`src/rtl/hwag_angle_channel.sv`:
```
// Angle-window output channel: drives out high from on_angle to off_angle (wrap-safe).
// Optional on-time limit is built when HWAG_CH_TMO_EN is defined.
module hwag_angle_channel #(
  parameter int ANGLE_WIDTH = 24,
  parameter int ANGLE_TOP   = 3839,
  parameter int TMO_WIDTH   = 20
) (
  input  logic                   clk,
  input  logic                   rst,
  input  logic                   sync,
  input  logic [ANGLE_WIDTH-1:0] angle,
  input  logic                   angle_tick,
  input  logic                   ena,
  input  logic                   cfg_we,
  input  logic [ANGLE_WIDTH-1:0] on_angle,
  input  logic [ANGLE_WIDTH-1:0] off_angle,
  input  logic [TMO_WIDTH-1:0]   tmo_limit,
  output logic                   out,
  active,
  output logic                   upd_pending,
  output logic                   tmo_flag
);

  typedef enum logic [1:0] {
    S_IDLE,
    S_WAIT_REV,
    S_ARMED,
    S_ACTIVE
  } state_t;

  state_t r_state;

  logic [ANGLE_WIDTH-1:0] r_pend_on, r_pend_off;
  logic [ANGLE_WIDTH-1:0] r_work_on, r_work_off;
  logic                   r_out, r_active, r_upd;

  logic                   w_run;
  logic                   w_boundary;
  logic [ANGLE_WIDTH-1:0] w_load_on, w_load_off;
  logic [ANGLE_WIDTH-1:0] w_on_eff, w_off_eff;
  logic                   w_window_ok;
  logic                   w_on_hit, w_off_hit;
  logic                   w_tmo_expire;

  localparam logic [ANGLE_WIDTH-1:0] LP_TOP = ANGLE_WIDTH'(ANGLE_TOP);

  // Values loaded on a boundary take effect for matching in that same cycle.
  always_comb begin
    w_run       = sync & ena;
    w_boundary  = angle_tick & (angle == '0);
    w_load_on   = cfg_we ? on_angle  : r_pend_on;
    w_load_off  = cfg_we ? off_angle : r_pend_off;
    w_on_eff    = w_boundary ? w_load_on  : r_work_on;
    w_off_eff   = w_boundary ? w_load_off : r_work_off;
    w_window_ok = (w_on_eff != w_off_eff);
    w_on_hit    = angle_tick & w_window_ok & (angle == w_on_eff)  & (w_on_eff  <= LP_TOP);
    w_off_hit   = angle_tick & w_window_ok & (angle == w_off_eff) & (w_off_eff <= LP_TOP);
  end

  always_ff @(posedge clk) begin
    if (!rst) begin
      r_pend_on  <= '0;
      r_pend_off <= '0;
      r_work_on  <= '0;
      r_work_off <= '0;
      r_upd      <= 1'b0;
    end else begin
      if (cfg_we) begin
        r_pend_on  <= on_angle;
        r_pend_off <= off_angle;
      end
      if (w_boundary) begin
        r_work_on  <= w_load_on;
        r_work_off <= w_load_off;
        r_upd      <= 1'b0;
      end else if (cfg_we) begin
        r_upd      <= 1'b1;
      end
    end
  end

  always_ff @(posedge clk) begin
    if (!rst) begin
      r_state  <= S_IDLE;
      r_out    <= 1'b0;
      r_active <= 1'b0;
    end else if (!w_run) begin
      r_state  <= S_IDLE;
      r_out    <= 1'b0;
      r_active <= 1'b0;
    end else begin
      case (r_state)
        S_IDLE: begin
          r_state <= S_WAIT_REV;
        end
        S_WAIT_REV: begin
          if (w_boundary) begin
            if (w_on_hit) begin
              r_state  <= S_ACTIVE;
              r_out    <= 1'b1;
              r_active <= 1'b1;
            end else begin
              r_state  <= S_ARMED;
            end
          end
        end
        S_ARMED: begin
          if (w_on_hit) begin
            r_state  <= S_ACTIVE;
            r_out    <= 1'b1;
            r_active <= 1'b1;
          end
        end
        S_ACTIVE: begin
          if (w_off_hit || w_tmo_expire) begin
            r_state  <= S_ARMED;
            r_out    <= 1'b0;
            r_active <= 1'b0;
          end
        end
        default: begin
          r_state  <= S_IDLE;
          r_out    <= 1'b0;
          r_active <= 1'b0;
        end
      endcase
    end
  end

`ifdef HWAG_CH_TMO_EN
  logic [TMO_WIDTH-1:0] r_tmo_cnt;
  logic                 r_tmo_flag;

  // Counter holds the number of ACTIVE cycles already spent, so expiry hits on the limit-th one.
  assign w_tmo_expire = (r_state == S_ACTIVE) && (tmo_limit != '0) &&
                        (r_tmo_cnt == tmo_limit - 1'b1);

  always_ff @(posedge clk) begin
    if (!rst) begin
      r_tmo_cnt  <= '0;
      r_tmo_flag <= 1'b0;
    end else begin
      if (r_state != S_ACTIVE) r_tmo_cnt <= '0;
      else                     r_tmo_cnt <= r_tmo_cnt + 1'b1;
      if (w_run && w_tmo_expire && !w_off_hit) r_tmo_flag <= 1'b1;
      else if (cfg_we)                         r_tmo_flag <= 1'b0;
    end
  end

  assign tmo_flag = r_tmo_flag;
`else
  logic w_unused_tmo;
  assign w_unused_tmo = ^tmo_limit;
  assign w_tmo_expire = 1'b0;
  assign tmo_flag     = 1'b0;
`endif

  assign out         = r_out;
  assign active      = r_active;
  assign upd_pending = r_upd;

endmodule
```
`config.mk`:
```
export PLATFORM = sky130hd
export DESIGN_NAME = hwag_angle_channel
export DESIGN_NICKNAME = d
export VERILOG_FILES = /design/src/rtl/hwag_angle_channel.sv
export SDC_FILE = /design/constraint.sdc
export NUM_CORES = 1
export LEC_CHECK = 0
export CAP_MARGIN = 20
export CORE_MARGIN = 4
export CORE_UTILIZATION = 57
export CTS_CLUSTER_DIAMETER = 100
export CTS_CLUSTER_SIZE = 16
export DETAILED_ROUTE_END_ITERATION = 6
export PLACE_DENSITY = 0.92
export SLEW_MARGIN = 20
export SYNTH_ARGS = -nofsm -noshare
export SYNTH_HDL_FRONTEND = slang
export SYNTH_SLANG_ARGS = --single-unit
```
`constraint.sdc`:
```
create_clock -name clk -period 6.2 [get_ports clk]
set_input_delay 1.86 -clock clk [delete_from_list [all_inputs] [get_ports clk]]
set_output_delay 1.86 -clock clk [all_outputs]
set_load 0.005 [all_outputs]
```
### Word level (Yosys, flattened, before mapping)

Index checks and enable logic that the tools add are counted.

* flip-flop bits (word level): 101
* latch bits: 0
* memory bits (writable): 0
* ROM bits: 0
* input bits: 98
* word-level logic and storage cells: 50
* memories kept: 0

* add/subtract/negate cells: 0
* $mul: 0
* div/mod/pow operators: 0
* order comparisons: 2
* eq/ne operators: 9
* shift operators: 0
* multiplexer cells: 16
* bitwise gates (word level): 8
* reduce and logical (&&, ||, !) cells: 7

Operators by type and width (number)
* $mux 24: 4
* $eq 24x24->1: 2
* $le 24x12->1 const B: 2
* $logic_not 24->1: 1
* $ne 24x24->1: 1
* $pmux 2 s4: 1
* $and 1x1->1: 7
* $mux 1: 6
* $mux 2: 3
* $ne 2x2->1 const B: 3
* $pmux 1 s3: 2
* $reduce_and 3->1: 2
* $eq 2x2->1 const B: 2
* $reduce_bool 3->1: 1
* $eq 2x1->1 const B: 1
* $logic_not 2->1: 1
* $reduce_and 2->1: 1
* $reduce_or 2->1: 1
* $not 1->1: 1

### Logic depth before layout (Yosys ltp)

* depth after elaboration: 10
* mapped depth: 12
* gate-level depth less buffers: 10

### Worst setup path before layout

OpenSTA, ideal clock, no wires.

* path kind: input port to flip-flop
* start point: input cfg_we
* end point: register r_state[0]
* arrival: 3886 ps
* data required time: 6073 ps
* slack: 2187 ps
* cell stages on the path: 11
* path buffers: 2
* cell sequence: buf_6 > buf_8 > mux2i_1 > xor2_1 > nor4_2 > nand3_1 > o41ai_2 > a211oi_1 > and4_1 > a211oi_1 > a211oi_2

* longest elaborated chain between the ends: 9
* elaborated cells between the ends (all ways): 20

RTL lines
* from (decl): RTL line 14 `input logic cfg_we,`
* parallel branches: the longest is 9 deep, another holds $le 24x12->1
* to (signal assigned): RTL line 94 `r_state <= S_WAIT_REV;`
* to (signal assigned): RTL line 99 `r_state <= S_ACTIVE;`
* to (signal assigned): RTL line 103 `r_state <= S_ARMED;`
* to (decl): RTL line 31 `state_t r_state;`

Several ways; the timed one is not identified. The select of a mux whose other input is x is not followed.
A chain may end at the register's enable or synchronous reset.

### Worst setup path in the final report

* start point: input angle[10]
* end point: register r_state[0]

* longest elaborated chain between the ends: 10
* elaborated cells between the ends (all ways): 21

RTL lines
* from (decl): RTL line 11 `input logic [ANGLE_WIDTH-1:0] angle,`
* parallel branches: the longest is 10 deep, another holds $le 24x12->1

Several ways; the timed one is not identified. The select of a mux whose other input is x is not followed.

==> results.md <==
- Status: finished, final reports clean
- I/O Pins: 102
- Via density: 6.43
- Largest net degree at the start of global routing: 78
- Non-filler cells, final: 847
- Routed Antenna Nets: 0
- Total die area: 11400 um2
- Synth Net Count: 748
- Worst Hold End: active$_SDFFE_PN0P_
- Chip width: 107 um
- Post-synthesis mux area share: 0.0887
- Synth Area in Compound Gates: 0.173
- H-tree depth: 3
- Post-Synth Adder-Cell Area: 0.00898
- Multi-input combinational cell area: 3280 um2
- Clock Skew: 0.00717 ns
- Main flop type after synthesis: dfxtp_1
- Synth top area share: 0.363
- CP max FO: 16
- Grt total ovfl: 0
- Simple-gate area share of the yosys netlist: 0.187
- Total track usage: 0.354
- DP Wirelength: 16.0 mm
- TNS Setup: 0 ns
- Place WS: between 0.9 and 1 ns
- Final setup violation count: 0
- Synthesis-stage register bit count: 101
- Setup crit end kind: flip-flop
- Crit share post-route: 0.801
- Synth warn: 0
- # hold bufs at CTS: 0
- Routed via count: between 5000 and 6000
- Worst setup margin: 1.23 ns
- Async S/R FF share, synth: 0
- Global-route wire length before repair: approximately 30 mm
- DP Area: around 6400 um2
- Fill count: 751
- Initial antenna violation count: 0
- Core Footprint: 9370 um2
- Worst hold path class: reg2reg
- Remaining DRCs: 0
- Die height: 107 um
- RSZ-0062 raised after global routing: no
- Synthesized area: around 5600 um2
- Layout Nets: 815
- WP data arrival: 5.27 ns
- Slew headroom: 0.265
- Max-slew violations: 0
- Main area contributors after synthesis: dfxtp_1, mux2i_1, nor2_1
- Inserted Diodes: 0
- GPL Wtd Cong: between 1 and 1.5
- Seq/Total Area, Yosys: 0.363
- Worst hold start: active$_SDFFE_PN0P_
- Crit start category: input port
- WL per Instance: 23.6 um
- Worst skew pair latency: about 0.37 ns
- Final wirelength: about 20 mm
- Reg2reg setup slack: 3.36 ns
- Worst reg2reg path depth: 10
- Post-synth top area cell: dfxtp_1
- Max-cap viol count: 0
- Sequential cell area: 2020 um2
- Peak VDD IR: around 0.18 mV
- Cells after Synth: approximately 650
- Worst slew pin tran: between 1 and 1.5 ns
- Reg clk slew, reported paths: approximately 0.10 ns
- Finished Cell Area: 6640 um2
- Layout area overhead: 19.0%
- Number of DRC markers in iteration 0: 515
- Largest family of logic cells by synthesized area: simple AND/OR/NAND/NOR gates
- Critical path class: in2reg
- CTS tree: built
- Syn_area_per_cell: around 8.6 um2
- Reg-to-reg critical path startpoint: r_state[1]$_SDFFE_PN0P_
- Placed insts: 831
- Crit path required time: 6.50 ns
- Area share of xor/xnor cells in the synthesized design: 0.129
- 1st-pass router iterations: 6
- F_max: 201 MHz
- Unique masters post-synth: 62
- Cell Rows: 35
- TritonCTS Buffers: 9
- PD cells: 204 nW/um2
- Post-cts repair resize count: 0
- Fraction of layout cells with a size suffix above 1: 0.0557
- P_leak: 2.48 nW
- Max Root-Sink Buffers: 2
- Crit path time final: roughly 5.0 ns
- Vias in the first global route: 5183
- Number of flops mapped to enable cells by yosys: 0
- Clk sinks: 101
- Hold depth: 1
- Final core occ: 0.708
- # port buffers: 80
- Initial Util: 0.595
- Root buffer cell: clkbuf_8
- Worst reg2reg path endpoint: r_state[0]$_SDFFE_PN0P_
- Post-CTS Setup Inserts: 0
- Final Hold Vio Count: 0
per-layer routing:
layer  GRT usage  share of wire
met1       0.470           0.40
met2       0.554           0.46
met3      0.0783          0.096
met4       0.154          0.043
met5           0              0
cell usage in the layout (no fill, tap or decap), drive strengths merged, types with 16 or more instances in the layout:
master           n
nor3            16
a21oi           21
mux2i           49
xor2            38
nor2           115
nand3           16
clkdlybuf4s50   79
inv             32
xnor2           44
a211oi          46
dfxtp          101
nor4            25
synthesized netlist by cell type, drive strengths merged, types with 5 or more instances:
library cell	count
a211oi	46
a21oi	21
a31oi	5
buf	22
clkbuf	11
dfxtp	101
inv	27
mux2i	49
nand2	10
nand3	16
nand4	13
nor2	115
nor3	16
nor4	25
o21ai	10
o22ai	15
xnor2	44
xor2	38
critical path, stage by stage:
cell	delay, ns
clkdlybuf4s50_1	0.60
nor4_1	0.44
and3_1	0.28
nand2_1	0.23
buf_4	0.29
mux2i_1	0.15
a2111o_1	0.38
a2111oi_2	0.37
a41o_1	0.34
a31oi_1	0.12
a211oi_2	0.20
cell families after synthesis:
family          count (synthesis)
flops                         101
compound gates                132
simple gates                  216
fa+ha+maj                       4
xor+xnor                       82
mux                            49
other cells                     1
buf+inv                        61
cell type report:
class / count / share of cell area
clock inverters: 7 / 0.0102
flip-flops and latches: 101 / 0.305
clock buffers: 9 / 0.0187
well taps: 129 / 0.0243
repair buffers: 89 / 0.132
inverters: 28 / 0.0158
multi-input cells: 484 / 0.494
how the worst max path moves through the flow:
stage          slack, ns  cells past startpoint                 endpoint  startpoint
2_1_floorplan       2.19                     11  r_state[0]$_SDFFE_PN0P_      cfg_we
3_5_place_dp        0.93                     11  r_state[1]$_SDFFE_PN0P_    angle[3]
6_report            1.23                     11  r_state[0]$_SDFFE_PN0P_   angle[10]
3_3_place_gp        0.97                     11  r_state[0]$_SDFFE_PN0P_    angle[3]
4_1_cts             1.32                     11  r_state[1]$_SDFFE_PN0P_    angle[3]
5_1_grt             1.10                     11  r_state[1]$_SDFFE_PN0P_      cfg_we
power breakdown:
group / switching, mW / leakage (nW) / internal [mW]
Clock: 0.256 / 0.0993 / 0.157
Combinational: 0.144 / 1.56 / 0.109
Sequential: 0.0165 / 0.824 / 0.668
state kept, by name, summed over array words and instances (netlist names):
signal / cells
active: 1
out: 1
r_pend_off: 24
r_pend_on: 24
r_state: 2
r_work_off: 24
r_work_on: 24
upd_pending: 1
stage by stage:
step / power [mW] / hold WS [ns]
5_1_grt: 1.39 / 0.510
6_report: 1.35 / 0.477
4_1_cts: 1.35 / 0.479
3_3_place_gp: 0.937 / 0.448
3_5_place_dp: 0.944 / 0.454
2_1_floorplan: 0.821 / 0.464
Note: power is estimated with default switching activity, not from simulation.
